<file path="src/rtl/power_cycle_sequencer.sv">
// power_cycle_sequencer: repeating SETTLE -> MEASURE -> SLEEP cycle that
// enables a programmable number of load banks, averages 2^AVG_SHIFT ADC
// samples of Icc, then parks the load and oscillator for a fixed sleep period.
module power_cycle_sequencer #(
  parameter int NUM_BANKS   = 11,
  parameter int SETTLE_CYC  = 16,
  parameter int SLEEP_CYC   = 64,
  parameter int AVG_SHIFT   = 2,
  parameter int TIMEOUT_CYC = 1024
) (
  input  logic                 clk_in,
  input  logic                 rst,
  input  logic                 run,
  input  logic [3:0]           bank_sel,
  input  logic                 sample_rdy,
  input  logic [7:0]           adc_data,
  output logic [NUM_BANKS-1:0] bank_en,
  output logic                 osc_stdby,
  output logic [7:0]           result,
  output logic                 result_vld,
  output logic                 meas_err,
  output logic                 busy
);

  localparam int PHASE_MAX = (SETTLE_CYC > SLEEP_CYC) ? SETTLE_CYC : SLEEP_CYC;
  localparam int PW        = $clog2(PHASE_MAX + 1);
  localparam int TW        = $clog2(TIMEOUT_CYC + 1);
  localparam int SW        = AVG_SHIFT + 1;
  localparam int NSAMP     = 1 << AVG_SHIFT;
  localparam int ACC_W     = 8 + AVG_SHIFT;

  typedef enum logic [1:0] {IDLE, SETTLE, MEASURE, SLEEP} state_t;

  state_t               state, state_nx;
  logic [PW-1:0]        phase_cnt, phase_nx;
  logic [TW-1:0]        tmo_cnt, tmo_nx;
  logic [SW-1:0]        samp_cnt, samp_nx;
  logic [ACC_W-1:0]     acc, acc_nx, sum;
  logic [NUM_BANKS-1:0] bank_en_nx;
  logic [7:0]           result_nx;
  logic                 vld_nx, err_nx, stdby_nx, busy_nx;

  // Thermometer code: bits beyond NUM_BANKS do not exist, so any bank_sel
  // above NUM_BANKS naturally clamps to all-ones.
  function automatic logic [NUM_BANKS-1:0] therm(input logic [3:0] n);
    logic [NUM_BANKS-1:0] t;
    t = '0;
    for (int unsigned i = 0; i < NUM_BANKS; i++) t[i] = (i < 32'(n));
    return t;
  endfunction

  // Next-state and next-output logic; every output is registered below.
  always_comb begin
    state_nx   = state;
    phase_nx   = phase_cnt;
    tmo_nx     = tmo_cnt;
    samp_nx    = samp_cnt;
    acc_nx     = acc;
    bank_en_nx = bank_en;
    result_nx  = result;
    vld_nx     = 1'b0;
    err_nx     = 1'b0;
    sum        = acc + ACC_W'(adc_data);

    case (state)
      IDLE: begin
        if (run) begin
          state_nx   = SETTLE;
          bank_en_nx = therm(bank_sel);
          phase_nx   = '0;
        end
      end
      SETTLE: begin
        if (!run) begin
          state_nx   = IDLE;
          bank_en_nx = '0;
        end else if (phase_cnt == PW'(SETTLE_CYC - 1)) begin
          state_nx = MEASURE;
          acc_nx   = '0;
          samp_nx  = '0;
          tmo_nx   = '0;
        end else begin
          phase_nx = phase_cnt + 1'b1;
        end
      end
      MEASURE: begin
        // Abort beats a final strobe; a strobe beats an expiring timeout.
        if (!run) begin
          state_nx   = IDLE;
          bank_en_nx = '0;
          acc_nx     = '0;
          samp_nx    = '0;
        end else if (sample_rdy) begin
          tmo_nx = '0;
          if (samp_cnt == SW'(NSAMP - 1)) begin
            result_nx  = 8'(sum >> AVG_SHIFT);
            vld_nx     = 1'b1;
            state_nx   = SLEEP;
            bank_en_nx = '0;
            phase_nx   = '0;
          end else begin
            acc_nx  = sum;
            samp_nx = samp_cnt + 1'b1;
          end
        end else if (tmo_cnt == TW'(TIMEOUT_CYC - 1)) begin
          err_nx     = 1'b1;
          state_nx   = SLEEP;
          bank_en_nx = '0;
          phase_nx   = '0;
        end else begin
          tmo_nx = tmo_cnt + 1'b1;
        end
      end
      SLEEP: begin
        if (phase_cnt == PW'(SLEEP_CYC - 1)) begin
          phase_nx = '0;
          if (run) begin
            state_nx   = SETTLE;
            bank_en_nx = therm(bank_sel);
          end else begin
            state_nx = IDLE;
          end
        end else begin
          phase_nx = phase_cnt + 1'b1;
        end
      end
      default: begin
        state_nx   = IDLE;
        bank_en_nx = '0;
      end
    endcase

    stdby_nx = (state_nx == IDLE) || (state_nx == SLEEP);
    busy_nx  = (state_nx != IDLE);
  end

  // State, counters and registered outputs with synchronous reset.
  always_ff @(posedge clk_in) begin
    if (rst) begin
      state      <= IDLE;
      phase_cnt  <= '0;
      tmo_cnt    <= '0;
      samp_cnt   <= '0;
      acc        <= '0;
      bank_en    <= '0;
      osc_stdby  <= 1'b1;
      result     <= '0;
      result_vld <= 1'b0;
      meas_err   <= 1'b0;
      busy       <= 1'b0;
    end else begin
      state      <= state_nx;
      phase_cnt  <= phase_nx;
      tmo_cnt    <= tmo_nx;
      samp_cnt   <= samp_nx;
      acc        <= acc_nx;
      bank_en    <= bank_en_nx;
      osc_stdby  <= stdby_nx;
      result     <= result_nx;
      result_vld <= vld_nx;
      meas_err   <= err_nx;
      busy       <= busy_nx;
    end
  end

endmodule

</file>
<file path="config.mk">
export PLATFORM = sky130hd
export DESIGN_NAME = power_cycle_sequencer
export DESIGN_NICKNAME = d
export VERILOG_FILES = /design/src/rtl/power_cycle_sequencer.sv
export SDC_FILE = /design/constraint.sdc
export NUM_CORES = 1
export LEC_CHECK = 0
export BUFFER_PORTS_ARGS = -buffer_cell sky130_fd_sc_hd__buf_2
export CORE_AREA = 5 5 79 81
export CTS_CLUSTER_DIAMETER = 50
export DETAILED_ROUTE_END_ITERATION = 8
export DIE_AREA = 0 0 84 86
export PLACE_DENSITY = 0.79
export SLEW_MARGIN = 20
export SYNTH_ARGS = -nofsm -noshare
export SYNTH_HDL_FRONTEND = slang
export SYNTH_SLANG_ARGS = --single-unit
</file>
<file path="constraint.sdc">
create_clock -name clk_in -period 5.9 [get_ports clk_in]
set_input_delay 1.475 -clock clk_in [delete_from_list [all_inputs] [get_ports clk_in]]
set_output_delay 1.475 -clock clk_in [all_outputs]
set_load 0.1 [all_outputs]
</file>
==> results.cfg, run 1 <==
[die]
fp.dieH_um = 86
start_util_pct = 57.92
io_pins = 39
dieArea_mm2 = 0.007224
core_mm2 = 0.005405
row_count = 27
die_w_um = 84

[cells_and_area]
fin_nets = 427
fin_area_mm2 = 0.003398
diodes = 0
layout-drive-gt1-share_pct = 15.27
n_fill_cell = 500
areaGrowthSynthToFinish_pct = 8.553

[placed_design]
dp_hpwl_um = 4775
numPortBuffers = 38
place_congestion = 0.9225
post-place-ws_ns = 2.315
place_area_mm2 = 0.003291

[cts]
cts_buffer_depth = 2
cts_buffers = 5
clockRootBuffer = clkbuf_8
path_clk_slew_ns = 0.10
htreeDepth = 2
ctsResizeCount = 0
postCtsHoldBufs = 0
clk_latency_ns = 0.31
cts_setup_buffers = 0
cts_tree = built
clock_sinks = 56

[drt]
routed_wl_um = 6712
num_vias = 2780
vias_per_cell = 5.978
first_pass_iters = 4
ant_nets = 0
post_drt_wl_per_cell_um = 14.43
drtIter0Drc = 238
post-route-drc-count = 0

[sta]
clock_skew_ns = 0.007359
slew_headroom_pct = 45.91
tightest_slew_ns = 0.8113
fin_crit_sh_pct = 54.49
period_minus_slack_ns = 3.215
setup_tns_ns = 0
max_freq_mhz = 311.0
fin_ws_ns = 2.685
final_max_slew_viol_count = 0
rsz0062_at_grt = no
finalSetupViolCount = 0
report.final.hold_viol_count = 0

[synthesis]
synthDistinctLibCells = 65
synthAdderAreaFrac_pct = 7.834
synthesis.area_mm2 = 0.003131
synth_seq_cells = 56
synth_nets = 400
synth_ff_type = dfxtp_1
syn_inst = 365
synth_xor_area_share_pct = 3.357
syn_avg_cell_area_um2 = 8.577
synth-simple-area-share_pct = 20.86
yosys_warnings = 0
synth-edff-count = 0
synth_compound_area_share_pct = 25.66
synth.area.mux_share_pct = 0.9592
synth_top_family_by_area = compound AO/OA/AOI/OAI gates
async_flop_share_pct = 0
ys_seq_area_share_pct = 35.81

[min_path]
worstHoldPathType = flip-flop to flip-flop

[global_route]
track_usage_pct = 18.69
grt_pass1_wl_um = 11350
grt_overflow = 0
grt.busiest_layer = met2
met2_usage_pct = 30.87
grt_max_degree = 36
first_global_vias = 2550
antenna_found_initial = 0
use_met1_pct = 25.19
grt.met3_usage_pct = 3.458

[power_and_ir_drop]
power.internal_mw = 0.5473
p_leak_nw = 1.381
power.density_mw_per_mm2 = 232.9
seqPwrFrac_pct = 49.6
power_mw = 0.7915
p_sw_share_pct = 30.85
p_sw_mw = 0.2442
clkPwrFrac_pct = 31.6
ir_drop_v = 0.0002102
pwr-share-comb_pct = 18.7

[worst_setup_path]
start_kind = input port
required_ns = 6.16
cp.arrival_ns = 3.48
cp-end-kind = flip-flop
path_max_fanout = 35
critical_path_class = input port to flip-flop

[run_status]
outcome = complete, no violations

[flow_run]
max_cap_violations = 0
[power groups by stage]
stage,Combinational (mW),Clock [mW],Sequential (mW)
floorplan,0.0613,0,0.464
global placement,0.147,0,0.402
detailed placement,0.148,0,0.402
CTS,0.149,0.258,0.393
global route,0.159,0.272,0.394
finish,0.148,0.250,0.393
[cells in the mapped netlist (3+ instances only)]
master	count	area (um^2)
nand2b_1	3	18.77
dfxtp_1	56	1121
o21a_1	4	30.03
o221ai_1	3	26.28
a21oi_1	29	145.1
o22ai_1	3	18.77
mux2i_1	3	30.03
xor2_1	3	26.28
and2_1	3	18.77
nor4_1	6	37.54
buf_6	3	33.78
o21ai_0	15	75.07
a21o_1	3	22.52
inv_1	14	52.55
nand2_1	27	101.4
or3_1	4	25.02
o31ai_1	10	75.07
a22oi_1	6	45.04
nand3_1	18	90.09
a41o_1	9	90.09
xnor2_1	9	78.83
ha_1	18	225.2
clkbuf_1	10	37.54
a211oi_1	3	22.52
nor3_1	14	70.07
a31oi_1	3	18.77
nor2_1	37	138.9
[stage by stage]
stage | utilization, % | cells | hold WS [ns]
after floorplan | - | 365 | 0.4030
after global placement | 60.88 | 457 | 0.4168
after detailed placement | 60.88 | 457 | 0.4209
after CTS | 62.87 | 465 | 0.4331
after global routing | 62.87 | 465 | 0.4581
final | 62.87 | 465 | 0.4357
[area by class of cell]
| class | count | area (um^2) | share of cell area [%] |
|---|---|---|---|
| clock buffers | 6 | 72.57 | 2.135 |
| clock inverters | 2 | 35.03 | 1.031 |
| inverters | 14 | 52.55 | 1.546 |
| multi-input cells | 277 | 1837 | 54.05 |
| flip-flops and latches | 56 | 1121 | 32.99 |
| well taps | 72 | 90.09 | 2.651 |
| repair buffers | 38 | 190.2 | 5.596 |
[layout by cell type, fill, tap and decap left out, types with 3 or more instances in the layout]
cell type	count
dfxtp_1	56
buf_2	38
nor2_1	37
a21oi_1	29
nand2_1	27
nand3_1	18
ha_1	18
o21ai_0	15
inv_1	14
nor3_1	14
o31ai_1	10
xnor2_1	9
a41o_1	9
nor4_1	6
a22oi_1	6
clkbuf_8	5
o21a_1	4
or3_1	4
and2_1	3
a31oi_1	3
o22ai_1	3
a211oi_1	3
xor2_1	3
a21o_1	3
nand2b_1	3
o221ai_1	3
mux2i_1	3
[metal layers]
metal | wire length [um] | vias up
li1 | - | 1413
met1 | 3233 | 1284
met2 | 3052 | 75
met3 | 343 | 8
met4 | 82 | 0
met5 | 0 | -
[registers in the layout (all words and copies together) (netlist names)]
signal / flops
state: 2
result_vld: 1
meas_err: 1
bank_en: 11
phase_cnt: 7
osc_stdby: 1
result: 8
tmo_cnt: 11
acc: 10
samp_cnt: 3
busy: 1
[cells by family after synthesis]
family / count (synthesis)
AND/OR/NAND/NOR: 129
AO/OA/AOI/OAI: 114
flip-flops: 56
buffers and inverters: 32
adder cells (fa/ha/maj): 19
XOR/XNOR: 12
multiplexers: 3
[path summary, 6_finish.rpt]
path	from	to	slack (ns)	cells after the start
max	rst	tmo_cnt[6]$_SDFFE_PP0P_	2.68	5
min	tmo_cnt[10]$_SDFFE_PP0P_	tmo_cnt[10]$_SDFFE_PP0P_	0.44	2
max reg2reg	phase_cnt[0]$_SDFFE_PP0P_	osc_stdby$_SDFF_PP1_	3.17	7
min reg2reg	tmo_cnt[10]$_SDFFE_PP0P_	tmo_cnt[10]$_SDFFE_PP0P_	0.44	2
[worst max-delay path, cell delays in order]
cell and delay [ns]:
buf_2 0.30, inv_1 0.62, o221ai_1 0.57, a211o_1 0.42, nand3_1 0.08
Note: power is estimated with default switching activity, not from simulation.
==> inputs of run 2 (changes only) <==
--- a/config.mk
+++ b/config.mk
@@ -5,12 +5,13 @@
 export SDC_FILE = /design/constraint.sdc
 export NUM_CORES = 1
 export LEC_CHECK = 0
+export ABC_AREA = 1
 export BUFFER_PORTS_ARGS = -buffer_cell sky130_fd_sc_hd__buf_2
-export CORE_AREA = 5 5 79 81
+export CORE_AREA = 5 5 82 84
 export CTS_CLUSTER_DIAMETER = 50
 export DETAILED_ROUTE_END_ITERATION = 8
-export DIE_AREA = 0 0 84 86
-export PLACE_DENSITY = 0.79
+export DIE_AREA = 0 0 87 89
+export PLACE_DENSITY = 0.78
 export SLEW_MARGIN = 20
 export SYNTH_ARGS = -nofsm -noshare
 export SYNTH_HDL_FRONTEND = slang
==> constraint.sdc (replaced) <==
create_clock -name clk_in -period 3.1 [get_ports clk_in]
set_input_delay 0.775 -clock clk_in [delete_from_list [all_inputs] [get_ports clk_in]]
set_output_delay 0.775 -clock clk_in [all_outputs]
set_load 0.1 [all_outputs]
==> results.cfg, run 2 <==
[run_status]
outcome = complete, no violations

[global_route]
grt_pass1_wl_um = 13300
use_met1_pct = 25.82
first_global_vias = 3071
track_usage_pct = 20.95
grt.busiest_layer = met2
met2_usage_pct = 37.61
grt_max_degree = 44
antenna_found_initial = 0
grt.met3_usage_pct = 3.226
grt_overflow = 0

[die]
die_w_um = 87
start_util_pct = 57.76
dieArea_mm2 = 0.007743
io_pins = 39
fp.dieH_um = 89
row_count = 28
core_mm2 = 0.005851

[drt]
num_vias = 3278
post_drt_wl_per_cell_um = 12.24
routed_wl_um = 7554
drtIter0Drc = 160
post-route-drc-count = 0
vias_per_cell = 5.313
ant_nets = 0
first_pass_iters = 4

[sta]
finalSetupViolCount = 0
max_freq_mhz = 452.2
report.final.hold_viol_count = 0
setup_tns_ns = 0
fin_ws_ns = 0.8884
hold_slack_ns = 0.4549
final_max_slew_viol_count = 0
fin_crit_sh_pct = 71.34
rsz0062_at_grt = no
tightest_slew_ns = 0.7356
slew_headroom_pct = 50.78
period_minus_slack_ns = 2.212
clock_skew_ns = 0.007084

[synthesis]
synth_ff_type = dfxtp_1
synthDistinctLibCells = 35
synth.area.top_cells = dfxtp_1 (33%), nand2_1 (16%), nand3_1 (7.1%)
synth.most_common_cell = nand2_1
post-synth-top-area-fraction_pct = 33.17
synth-edff-count = 0
ys_seq_area_share_pct = 33.17
synthesis.area_mm2 = 0.003379
synth_seq_cells = 56
synth_common_cells = nand2_1 (140), nor2_1 (60), dfxtp_1 (56)
synth_top_area_cell = dfxtp_1
yosys_warnings = 0
syn_inst = 508
async_flop_share_pct = 0
syn_avg_cell_area_um2 = 6.653
synth_nets = 543

[worst_setup_path]
critical_path_class = flip-flop to flip-flop
critical-path-top-delay-family = simple AND/OR/NAND/NOR gates
cp.arrival_ns = 2.46
startpoint = state[0]$_SDFF_PP0_
r2r_cells = 9
max_stage_delay_ns = 0.58
cp_cell_sequence = inv_1, ha_1, inv_1, nor2_4, nand3_1, inv_1, nor2_1, nand3_1, a21oi_1
critPathSlowestCell = nor2_1
reg2reg_from = state[0]$_SDFF_PP0_
path_depth = 9
r2r-end = tmo_cnt[2]$_SDFFE_PP0P_
start_kind = flip-flop
r2r_slack_ns = 0.89
worstSetupEndpoint = tmo_cnt[2]$_SDFFE_PP0P_
path_buf_inv = 3
cp-end-kind = flip-flop
path_max_fanout = 11
required_ns = 3.34
cpMostUsedCell = inv_1

[cells_and_area]
final_common_cell = nand2_1
post-route-util_pct = 63.09
areaGrowthSynthToFinish_pct = 9.219
stdcell_count = 617
fin_area_mm2 = 0.003691
layout-drive-gt1-share_pct = 13.47
top_regs = bank_en (11), tmo_cnt (11), acc (10)
layout_common_cells = nand2_1 (140), nor2_1 (60), dfxtp_1 (56)
fin_nets = 576
diodes = 0

[power_and_ir_drop]
power_mw = 1.466
p_leak_nw = 1.725
power.density_mw_per_mm2 = 397.1
ir_drop_v = 0.0003180

[cts]
cts_setup_buffers = 0
clockRootBuffer = clkbuf_8
ctsResizeCount = 0
cts_tree = built
cts_buffer_depth = 2
htreeDepth = 2
clk_latency_ns = 0.31
cts_buffers = 5
clock_sinks = 56
path_clk_slew_ns = 0.10
postCtsHoldBufs = 0

[placed_design]
post-place-ws_ns = 0.8096
numPortBuffers = 38
place_congestion = 0.8876
dp_hpwl_um = 5538
place_area_mm2 = 0.003597
dp_cells = 609

[min_path]
worstHoldPathType = flip-flop to flip-flop

[flow_run]
max_cap_violations = 0
run 2: cell count changes in the layout (fill, tap and decap cells not counted), moves of 10 or more:
cell	change
nand3_1	+30
nor2_1	+23
inv_1	+41
nand2_1	+113
o31ai_1	-10
a21oi_1	+14
run 2: metal layers:
| layer | vias to the layer above | part of all wire [%] |
|---|---|---|
| li1 | 1707 | - |
| met1 | 1501 | 45 |
| met2 | 61 | 50 |
| met3 | 9 | 3.3 |
| met4 | 0 | 1.5 |
| met5 | - | 0 |
run 2: cell families (layout without fill, tap and decap cells):
group                      Yosys count  after routing  share of synthesized area, %
buffers and inverters               69            103                         8.404
DFF                                 56             56                         33.17
adders and majority gates           19             19                         7.257
AOI/OAI and AO/OA                   78             78                         13.37
and+or+nand+nor                    280            280                         36.25
xor gates and xnor gates             6              6                         1.555
run 2: worst min-delay path: cells and delay by family, from the launching register on:
family,cells,cell delay (ns)
compound gates,1,0.05
flops,1,0.32
buf+inv,1,0.05
run 2: final cells by class:
cell class                      count  area [um^2]
Clock buffer                        7        86.33
Tap cell                           75        93.84
Inverter                           56        210.2
Fill cell                         554         2160
Sequential cell                    56         1121
Timing Repair Buffer               39        197.7
Clock inverter                      1        7.507
Multi-Input combinational cell    383         1974
run 2: worst min-delay path by stage:
stage                            start                       to  slack, ns  cells after the start
2_1_floorplan  tmo_cnt[9]$_SDFFE_PP0P_  tmo_cnt[9]$_SDFFE_PP0P_       0.43                      2
3_3_place_gp   tmo_cnt[9]$_SDFFE_PP0P_  tmo_cnt[9]$_SDFFE_PP0P_       0.43                      2
3_5_place_dp   tmo_cnt[9]$_SDFFE_PP0P_  tmo_cnt[9]$_SDFFE_PP0P_       0.44                      2
4_1_cts        tmo_cnt[9]$_SDFFE_PP0P_  tmo_cnt[9]$_SDFFE_PP0P_       0.46                      2
5_1_grt        bank_en[7]$_SDFFE_PP0P_  bank_en[7]$_SDFFE_PP0P_       0.49                      2
6_report       tmo_cnt[9]$_SDFFE_PP0P_  tmo_cnt[9]$_SDFFE_PP0P_       0.45                      2
run 2: report_power, final:
part	internal (mW)	switching (mW)	leakage [nW]
sequential	0.739	0.0100	0.454
clock	0.182	0.238	0.0445
combinational	0.0610	0.236	1.23
total	0.982	0.484	1.72
